$ cat src/rtl/spi_flash_sequencer.sv
// SPI NOR command sequencer (read / page program / 4K sector erase) in front of a byte-stream SPI master.
// Optional SPI_FLASH_WAKE_EN: send release-from-deep-power-down (0xAB) and wait tRES1 after reset.
//
// state     | meaning
// IDLE      | waiting for a command, cmd_ready high
// WREN      | sending write-enable 0x06
// GAP       | chip select high for CS_GAP cycles between transactions
// OPCODE    | sending command opcode
// ADDR      | sending 24-bit address, MSB first
// DATA      | read or program data bytes
// POLL      | read-status 0x05 + dummy byte, check WIP
// DONE      | one-cycle completion pulse
// WAKE_INIT | wake build: one cycle with chip select high after reset
// WAKE      | wake build: sending 0xAB
// WAKE_GAP  | wake build: tRES1 wait with chip select high
module spi_flash_sequencer #(
   parameter int CS_GAP   = 4,
   parameter int POLL_MAX = 65535
) (
   input  logic        clk,
   input  logic        rst,
   input  logic        cmd_valid,
   output logic        cmd_ready,
   input  logic [1:0]  cmd_op,
   input  logic [23:0] cmd_addr,
   input  logic [15:0] cmd_len,
   input  logic        wr_valid,
   input  logic [7:0]  wr_data,
   output logic        wr_ready,
   output logic        rd_valid,
   output logic [7:0]  rd_data,
   input  logic        rd_ready,
   output logic        done,
   output logic        error,
   output logic        spi_tx_valid,
   output logic [7:0]  spi_tx_data,
   input  logic        spi_tx_ready,
   input  logic        spi_rx_valid,
   input  logic [7:0]  spi_rx_data,
   output logic        spi_rx_ready,
   output logic        spi_ss
);

   localparam int          PW        = (POLL_MAX < 2) ? 1 : $clog2(POLL_MAX + 1);
   localparam logic [15:0] GAP_LOAD  = 16'(CS_GAP - 1);
   localparam logic [15:0] WAKE_LOAD = 16'd2047;

   typedef enum logic [3:0] {
      S_IDLE, S_WREN, S_GAP, S_OPCODE, S_ADDR, S_DATA, S_POLL, S_DONE,
      S_WAKE_INIT, S_WAKE, S_WAKE_GAP
   } state_t;

`ifdef SPI_FLASH_WAKE_EN
   localparam state_t RESET_STATE = S_WAKE_INIT;
`else
   localparam state_t RESET_STATE = S_IDLE;
`endif

   state_t          state, state_next;
   logic            tx_sent;
   logic [1:0]      byte_idx;
   logic [15:0]     data_cnt;
   logic [PW-1:0]   poll_cnt;
   logic [15:0]     gap_cnt;
   logic            gap_to_opcode;
   logic [1:0]      op_q;
   logic [23:0]     addr_q;
   logic [15:0]     len_q;
   logic            ss_q;
   logic            done_q;
   logic            error_q;

   logic            accept;
   logic            is_prog;
   logic            is_erase;
   logic            byte_state;
   logic            byte_done;
   logic            poll_timeout;
   logic            ss_low_next;
   logic [7:0]      tx_byte;
   logic [7:0]      opcode;
   logic [15:0]     data_inc;
   logic [PW-1:0]   poll_inc;

   assign accept   = cmd_valid && (state == S_IDLE);
   assign is_prog  = (op_q == 2'd1);
   assign is_erase = (op_q == 2'd2);
   assign data_inc = data_cnt + 16'd1;
   assign poll_inc = poll_cnt + PW'(1);

   assign byte_state  = state inside {S_WREN, S_OPCODE, S_ADDR, S_DATA, S_POLL, S_WAKE};
   assign ss_low_next = state_next inside {S_WREN, S_OPCODE, S_ADDR, S_DATA, S_POLL, S_WAKE};

   always_comb begin
      opcode = 8'h03;
      case (op_q)
         2'd1:    opcode = 8'h02;
         2'd2:    opcode = 8'h20;
         default: opcode = 8'h03;
      endcase
   end

   always_comb begin
      tx_byte = 8'h00;
      case (state)
         S_WREN:   tx_byte = 8'h06;
         S_OPCODE: tx_byte = opcode;
         S_ADDR: begin
            case (byte_idx)
               2'd0:    tx_byte = addr_q[23:16];
               2'd1:    tx_byte = addr_q[15:8];
               default: tx_byte = addr_q[7:0];
            endcase
         end
         S_POLL:   tx_byte = (byte_idx == 2'd0) ? 8'h05 : 8'h00;
         S_WAKE:   tx_byte = 8'hAB;
         default:  tx_byte = 8'h00;
      endcase
   end

   always_comb begin
      state_next   = state;
      spi_tx_valid = 1'b0;
      spi_tx_data  = 8'h00;
      spi_rx_ready = 1'b0;
      rd_valid     = 1'b0;
      wr_ready     = 1'b0;
      byte_done    = 1'b0;
      poll_timeout = 1'b0;

      // one byte outstanding: offer tx until taken, then consume its rx
      if (byte_state) begin
         spi_tx_valid = !tx_sent;
         spi_tx_data  = tx_byte;
         spi_rx_ready = tx_sent;
         if (state == S_DATA) begin
            if (is_prog) begin
               spi_tx_valid = !tx_sent && wr_valid;
               spi_tx_data  = wr_data;
               wr_ready     = !tx_sent && spi_tx_ready;
            end else begin
               spi_rx_ready = tx_sent && rd_ready;
               rd_valid     = tx_sent && spi_rx_valid;
            end
         end
         byte_done = tx_sent && spi_rx_valid && spi_rx_ready;
      end

      case (state)
         S_IDLE: begin
            if (cmd_valid) begin
               case (cmd_op)
                  2'd0:       state_next = S_OPCODE;
                  2'd1, 2'd2: state_next = S_WREN;
                  default:    state_next = S_IDLE;
               endcase
            end
         end
         S_WREN:   if (byte_done) state_next = S_GAP;
         S_GAP:    if (gap_cnt == 16'd0) state_next = gap_to_opcode ? S_OPCODE : S_POLL;
         S_OPCODE: if (byte_done) state_next = S_ADDR;
         S_ADDR: begin
            if (byte_done && byte_idx == 2'd2) begin
               if (is_erase)
                  state_next = S_GAP;
               else if (len_q == 16'd0)
                  state_next = is_prog ? S_GAP : S_DONE;
               else
                  state_next = S_DATA;
            end
         end
         S_DATA: begin
            if (byte_done && data_inc == len_q)
               state_next = is_prog ? S_GAP : S_DONE;
         end
         S_POLL: begin
            if (byte_done && byte_idx == 2'd1) begin
               if (!spi_rx_data[0]) begin
                  state_next = S_DONE;
               end else if (poll_inc == PW'(POLL_MAX)) begin
                  poll_timeout = 1'b1;
                  state_next   = S_DONE;
               end else begin
                  state_next = S_GAP;
               end
            end
         end
         S_DONE:      state_next = S_IDLE;
         S_WAKE_INIT: state_next = S_WAKE;
         S_WAKE:      if (byte_done) state_next = S_WAKE_GAP;
         S_WAKE_GAP:  if (gap_cnt == 16'd0) state_next = S_IDLE;
         default:     state_next = S_IDLE;
      endcase
   end

   always_ff @(posedge clk or posedge rst) begin
      if (rst) begin
         state         <= RESET_STATE;
         tx_sent       <= 1'b0;
         byte_idx      <= 2'd0;
         data_cnt      <= 16'd0;
         poll_cnt      <= '0;
         gap_cnt       <= 16'd0;
         gap_to_opcode <= 1'b0;
         op_q          <= 2'd0;
         addr_q        <= 24'd0;
         len_q         <= 16'd0;
         ss_q          <= 1'b1;
         done_q        <= 1'b0;
         error_q       <= 1'b0;
      end else begin
         state  <= state_next;
         ss_q   <= !ss_low_next;
         done_q <= (state_next == S_DONE) || (accept && cmd_op == 2'd3);

         if (accept) begin
            op_q     <= cmd_op;
            addr_q   <= cmd_addr;
            len_q    <= cmd_len;
            data_cnt <= 16'd0;
            poll_cnt <= '0;
            error_q  <= (cmd_op == 2'd3);
         end else if (poll_timeout) begin
            error_q <= 1'b1;
         end

         if (spi_tx_valid && spi_tx_ready)
            tx_sent <= 1'b1;
         else if (byte_done)
            tx_sent <= 1'b0;

         if (state_next != state)
            byte_idx <= 2'd0;
         else if (byte_done)
            byte_idx <= byte_idx + 2'd1;

         if (state == S_DATA && byte_done)
            data_cnt <= data_inc;
         if (state == S_POLL && byte_done && byte_idx == 2'd1)
            poll_cnt <= poll_inc;

         // down-counter shared by the inter-transaction gap and the wake wait
         if (state_next == S_GAP && state != S_GAP) begin
            gap_cnt       <= GAP_LOAD;
            gap_to_opcode <= (state == S_WREN);
         end else if (state_next == S_WAKE_GAP && state != S_WAKE_GAP) begin
            gap_cnt <= WAKE_LOAD;
         end else if (gap_cnt != 16'd0) begin
            gap_cnt <= gap_cnt - 16'd1;
         end
      end
   end

   assign cmd_ready = (state == S_IDLE);
   assign done      = done_q;
   assign error     = error_q;
   assign spi_ss    = ss_q;
   assign rd_data   = spi_rx_data;

endmodule
$ cat config.mk
export PLATFORM = sky130hd
export DESIGN_NAME = spi_flash_sequencer
export DESIGN_NICKNAME = d
export VERILOG_FILES = /design/src/rtl/spi_flash_sequencer.sv
export SDC_FILE = /design/constraint.sdc
export NUM_CORES = 1
export LEC_CHECK = 0
export CAP_MARGIN = 20
export CORE_UTILIZATION = 30
export DETAILED_ROUTE_END_ITERATION = 10
export DONT_BUFFER_PORTS = 1
export SYNTH_ARGS = -nofsm -noshare
export SYNTH_HDL_FRONTEND = slang
export SYNTH_SLANG_ARGS = --single-unit
$ cat constraint.sdc
create_clock -name clk -period 4.9 [get_ports clk]
set_input_delay 1.225 -clock clk [delete_from_list [all_inputs] [get_ports clk]]
set_output_delay 1.225 -clock clk [all_outputs]
set_load 0.05 [all_outputs]
Yosys cells after proc, flatten, opt, wreduce, memory -nomap -nowiden

Index checks and enable logic that the tools add are counted.

Bits in registers: 101
Latch bits: 0
Bits in writable memories: 0
Bits in read-only memories: 0
Bits of input ports: 65
Output and inout bits: 24
Word-level logic and storage cells: 135
Memories kept: 0

Add/sub/neg operators: 4
Multiply operators: 0
Divide/modulo/power cells: 0
Magnitude comparators: 0
Equal/unequal tests: 30
Shift operators: 0
Multiplexer cells: 54
Bitwise gates (word level): 0
Reductions and logical operators: 34

Operators with widths:

| kind                                                                 | count |
|---|---|
| 16-bit two-way mux                                                   | 6 |
| 4-bit case mux with 10 select lines                                  | 1 |
| 8-bit case mux with 5 select lines                                   | 1 |
| 4-bit two-way mux                                                    | 9 |
| 16-bit by 1-bit adder with 16-bit output, second input constant      | 2 |
| 16-bit zero test                                                     | 2 |
| 4-bit by 3-bit == test with 1-bit output, second input constant      | 7 |
| 8-bit two-way mux                                                    | 3 |
| 1-bit two-way mux                                                    | 22 |
| 3-bit two-way mux                                                    | 7 |
| 4-bit == test, second input constant                                 | 5 |
| 16-bit == test                                                       | 1 |
| 16-bit == test, second input constant                                | 1 |
| 4-bit by 2-bit == test with 1-bit output, second input constant      | 4 |
| 1-bit logical AND                                                    | 16 |
| 8-bit case mux with 2 select lines                                   | 1 |
| 16-bit nonzero test                                                  | 1 |
| 16-bit by 1-bit subtractor with 16-bit output, second input constant | 1 |
| 6-bit case mux with 2 select lines                                   | 1 |
| 6-bit nonzero test                                                   | 2 |
| 2-bit nonzero test                                                   | 5 |
| 2-bit == test, second input constant                                 | 4 |
| 4-bit by 1-bit == test with 1-bit output, second input constant      | 2 |
| 2-bit by 1-bit == test with 1-bit output, second input constant      | 3 |
| 12 further kinds                                                     | 15 |

Longest topological paths before layout

Word-level depth: 13
Depth in mapped cells: 11
Gate-level depth less buffers: 9

Worst setup path after synthesis

No wires, ideal clock.

Path kind: input -> output
From: input port spi_rx_valid
To: output port rd_valid
Data arrival time: 2726 ps
Data required time: 3675 ps
Setup slack: 949 ps
Cell stages on the path: 3
Path buffers: 0
Cell sequence: and2_1 o2111a_1 nor3b_1

Longest elaborated chain between the ends: 4

Ends and longest elaborated chain:

| item              | line | source |
|---|---|---|
| from (decl)       | 38   | `input logic spi_rx_valid,` |
| 1-bit logical AND | 143  | `rd_valid = tx_sent && spi_rx_valid;` |
| 1-bit two-way mux | 137  | `if (is_prog) begin` |
| 1-bit two-way mux | 136  | `if (state == S_DATA) begin` |
| 1-bit two-way mux | 132  | `if (byte_state) begin` |
| to (decl)         | 30   | `output logic rd_valid,` |

No other way between the ends.

Worst setup path in the final report

From: register state[2]
To: output port spi_tx_data[5]

Longest elaborated chain between the ends: 5
Elaborated cells on any way between the ends: 11
Those cells by class: 6 x eq/ne; 4 x mux; 1 x reduce/logical

Ends and longest elaborated chain:

| item                                  | line    | source |
|---|---|---|
| from (decl)                           | 59      | `state_t state, state_next;` |
| from (signal assigned)                | 212     | `state <= state_next;` |
| 4-bit == test (tied with other cells) | 91, 105 |  |
| 8-bit case mux with 5 select lines    | 105     | `case (state)` |
| 8-bit two-way mux                     | 137     |  |
| 8-bit two-way mux                     | 136     |  |
| 8-bit two-way mux (*)                 | 132     |  |
| to (decl)                             | 36      | `output logic [7:0] spi_tx_data,` |

Every way passes the cells marked *; elsewhere a longest branch is shown, timed or not.

==> results.cfg <==
[run_status]
status = finished, final reports clean

[route]
routed_via_density = 5.13
dr.pass1.iters = 5
ant_nets = 0
finalWirelength_um = 15000
drc_errors = 0
wl_per_cell_um = 15.4
vias = 4998
drt_iter0_drc = 357

[sta]
finalSetupViolCount = 0
slew_headroom_pct = 31.3
finClkSkew_ps = 12.0
clock.fmax_mhz = 249
finalHoldViolations = 0
finalSetupTns_ps = 0
drv_slew = 0
worst_slack_ps = 884
rsz0062_at_grt = false
finalCritPeriodShare_pct = 82.0
worst_pin_slew_ps = 1020
post-route-min-period_ps = 4020

[cts]
cts_made_buffers = 9
cts_setup_buffers = 0
ctsHoldBuffers = 0
worstSkewPairLatency_ps = 350
cts.sinks = 101
cts_buffer_depth = 2
cts_resized = 0
cts_tree = yes
clk_pin_slew_ps = 70
htreeDepth = 3
cts-root-buf = clkbuf_16

[synthesis]
synth.most_common_cell = nand2_1
ys_ff_latch = 101
seq_area_frac_synth_pct = 41.1
ys_async_sr_fraction_pct = 100
synth_top_area_share_pct = 40.6
synthMuxAreaShare_pct = 0.508
synth_cell_type_count = 73
synth_top_family_by_area = simple AND/OR/NAND/NOR gates
synthFlopType = dfrtp_1
synthXorXnorAreaFrac_pct = 6.11
synth_top_cell_by_area = dfrtp_1
syn_nets = 808
netlist_instances = 733
synth_edf_count = 0
synth_simple_gate_area_share_pct = 27.9
synthAdderAreaFrac_pct = 2.03
synthesis.area_sq_um = 6160
synth_common_cells = nand2_1 (170), dfrtp_1 (100), o21ai_0 (51)
synth-compound-area-share_pct = 17.3
ys_warn_count = 0
netlist_top_cells_area = dfrtp_1 (41%), nand2_1 (10%), o21ai_0 (4.1%)
synth_area_per_cell_sq_um = 8.40

[power_and_ir_drop]
power_density_nw_per_um2 = 494
power_frac_comb_pct = 35.5
p_clk_share_pct = 23.2
ir_worst_vdd_v = 0.000305
switching_power_mw = 1.32
p_leak_nw = 2.88
p_sw_share_pct = 40.0
seqPwrFrac_pct = 41.4
internal_power_mw = 1.97

[worst_setup_path]
critPathKind = register to primary output
cp_max_fo = 14
crit_arrival_ps = 2790
worstReg2RegStart = state[1]$_DFF_PP0_
cp-end-kind = primary output
startpoint = state[2]$_DFF_PP0_
cp-start-kind = register
required_ps = 3670

[hold_path]
hold_start = addr_q[1]$_DFFE_PP0P_
hold_path.class = register to register

[place]
dpl_worst_slack_ps = 1090
gp_congestion = 0.844
dp.cells = 958
port-buffer-count = 0
placed_cell_area_sq_um = 6310
dp_hpwl_um = 10700

[global_routing]
antenna_found_initial = 0
grt_pass1_vias = 4969
grt_overflow_total = 0
grt_pass1_wl_um = 25400
grt_util_met3_pct = 3.36
busiest_layer = met2
met1_usage_pct = 19.7
use_met2_pct = 23.8
grt_max_degree = 78
grtUsageTotal_pct = 14.8

[layout]
nFillCells = 2162
multi_input_area_sq_um = 3330
seqCellArea_sq_um = 2530
areaGrowthSynthToFinish_pct = 7.94
diodes = 0
final_cell_count_no_fill = 975
nets = 775
layout-drive-gt1-share_pct = 7.66
final_cell_area_sq_um = 6650

[job]
maxCapViolCount = 0

[die]
die_h_um = 145
start_util_pct = 30.5
dieWidth_um = 145
core_area_sq_um = 20200
dieArea_sq_um = 21100
std_cell_rows = 52
ios = 89
==> through the flow <==
step           power, mW  util (%)  hold WS (ps)
4_1_cts             3.32      32.8           481
6_report            3.29      33.0           477
2_1_floorplan       2.28         -           445
3_5_place_dp        2.54      31.3           462
5_1_grt             3.54      33.0           495
3_3_place_gp        2.52      31.3           458
==> cells in the final DEF (no fill, tap or decap), types with 4 or more instances in the layout <==
cell type,n
inv_1,15
nor4_1,11
nand2b_1,7
a21oi_1,42
a22oi_1,4
nor2_1,40
nand2_1,170
a22o_1,5
xor2_1,20
nand3b_1,4
ha_1,10
xnor2_1,23
nor3_1,16
and4_1,4
or2_2,4
or3_1,8
dfrtp_1,100
o41ai_1,5
o31ai_1,9
and2_1,7
buf_4,6
nand4_1,7
nand3_1,27
clkbuf_16,9
o21ai_0,47
a31oi_1,8
nor2b_1,4
o21ai_1,6
and3_1,13
==> registers in the layout, summed over array words and instances (netlist names) <==
signal         count
state              4
len_q             16
data_cnt          16
done               1
addr_q            24
tx_sent            1
byte_idx           2
spi_ss             1
poll_cnt          16
gap_to_opcode      1
error              1
op_q               2
gap_cnt           16
==> critical path, cell delays in order (launching register included) <==
cell      delay, ps
dfrtp_1         660
nand2b_1        250
nor2_1          340
and2_1          480
a21oi_1         140
o21ai_1         560
==> kinds of logic (layout without fill, tap and decap cells) <==
logic type               Yosys count  count (layout)
AND/OR/NAND/NOR                  348             348
AO/OA/AOI/OAI                    161             161
flip-flops                       101             101
buffers and inverters             67              39
XOR/XNOR                          43              43
adder cells (fa/ha/maj)           10              10
multiplexers                       3               3
==> power groups by stage <==
stage,sequential [mW],clock (mW),combinational (mW)
finish,1.36,0.762,1.17
global placement,1.37,0,1.15
detailed placement,1.37,0,1.17
global route,1.40,0.814,1.33
floorplan,1.28,0,1.01
CTS,1.36,0.787,1.17
==> final timing paths <==
path | endpoint | slack (ps) | cells after the start
worst max-delay path | spi_tx_data[5] | 880 | 5
worst max register to register | gap_to_opcode$_DFFE_PP0N_ | 1280 | 9
max in group asynchronous | addr_q[6]$_DFFE_PP0P_ | 3240 | 3
min in group asynchronous | poll_cnt[0]$_DFFE_PP0P_ | 710 | 1
worst min-delay path | addr_q[1]$_DFFE_PP0P_ | 480 | 2
worst min register to register | addr_q[1]$_DFFE_PP0P_ | 480 | 2
==> layer usage <==
metal  vias to the layer above  routed length (um)
met1                      2393                7200
met4                         0                 220
met2                       102                6940
li1                       2489                   -
met5                         -                   0
met3                        14                 644
==> layout make-up <==
cell class	instances	share of cell area, %
clock buffers	10	3.59
clock inverters	6	1.15
inverters	16	0.941
multi-input cells	565	50.1
flip-flops and latches	101	38.0
well taps	270	5.08
repair buffers	7	1.09
Power figures use the tool's default switching activity.
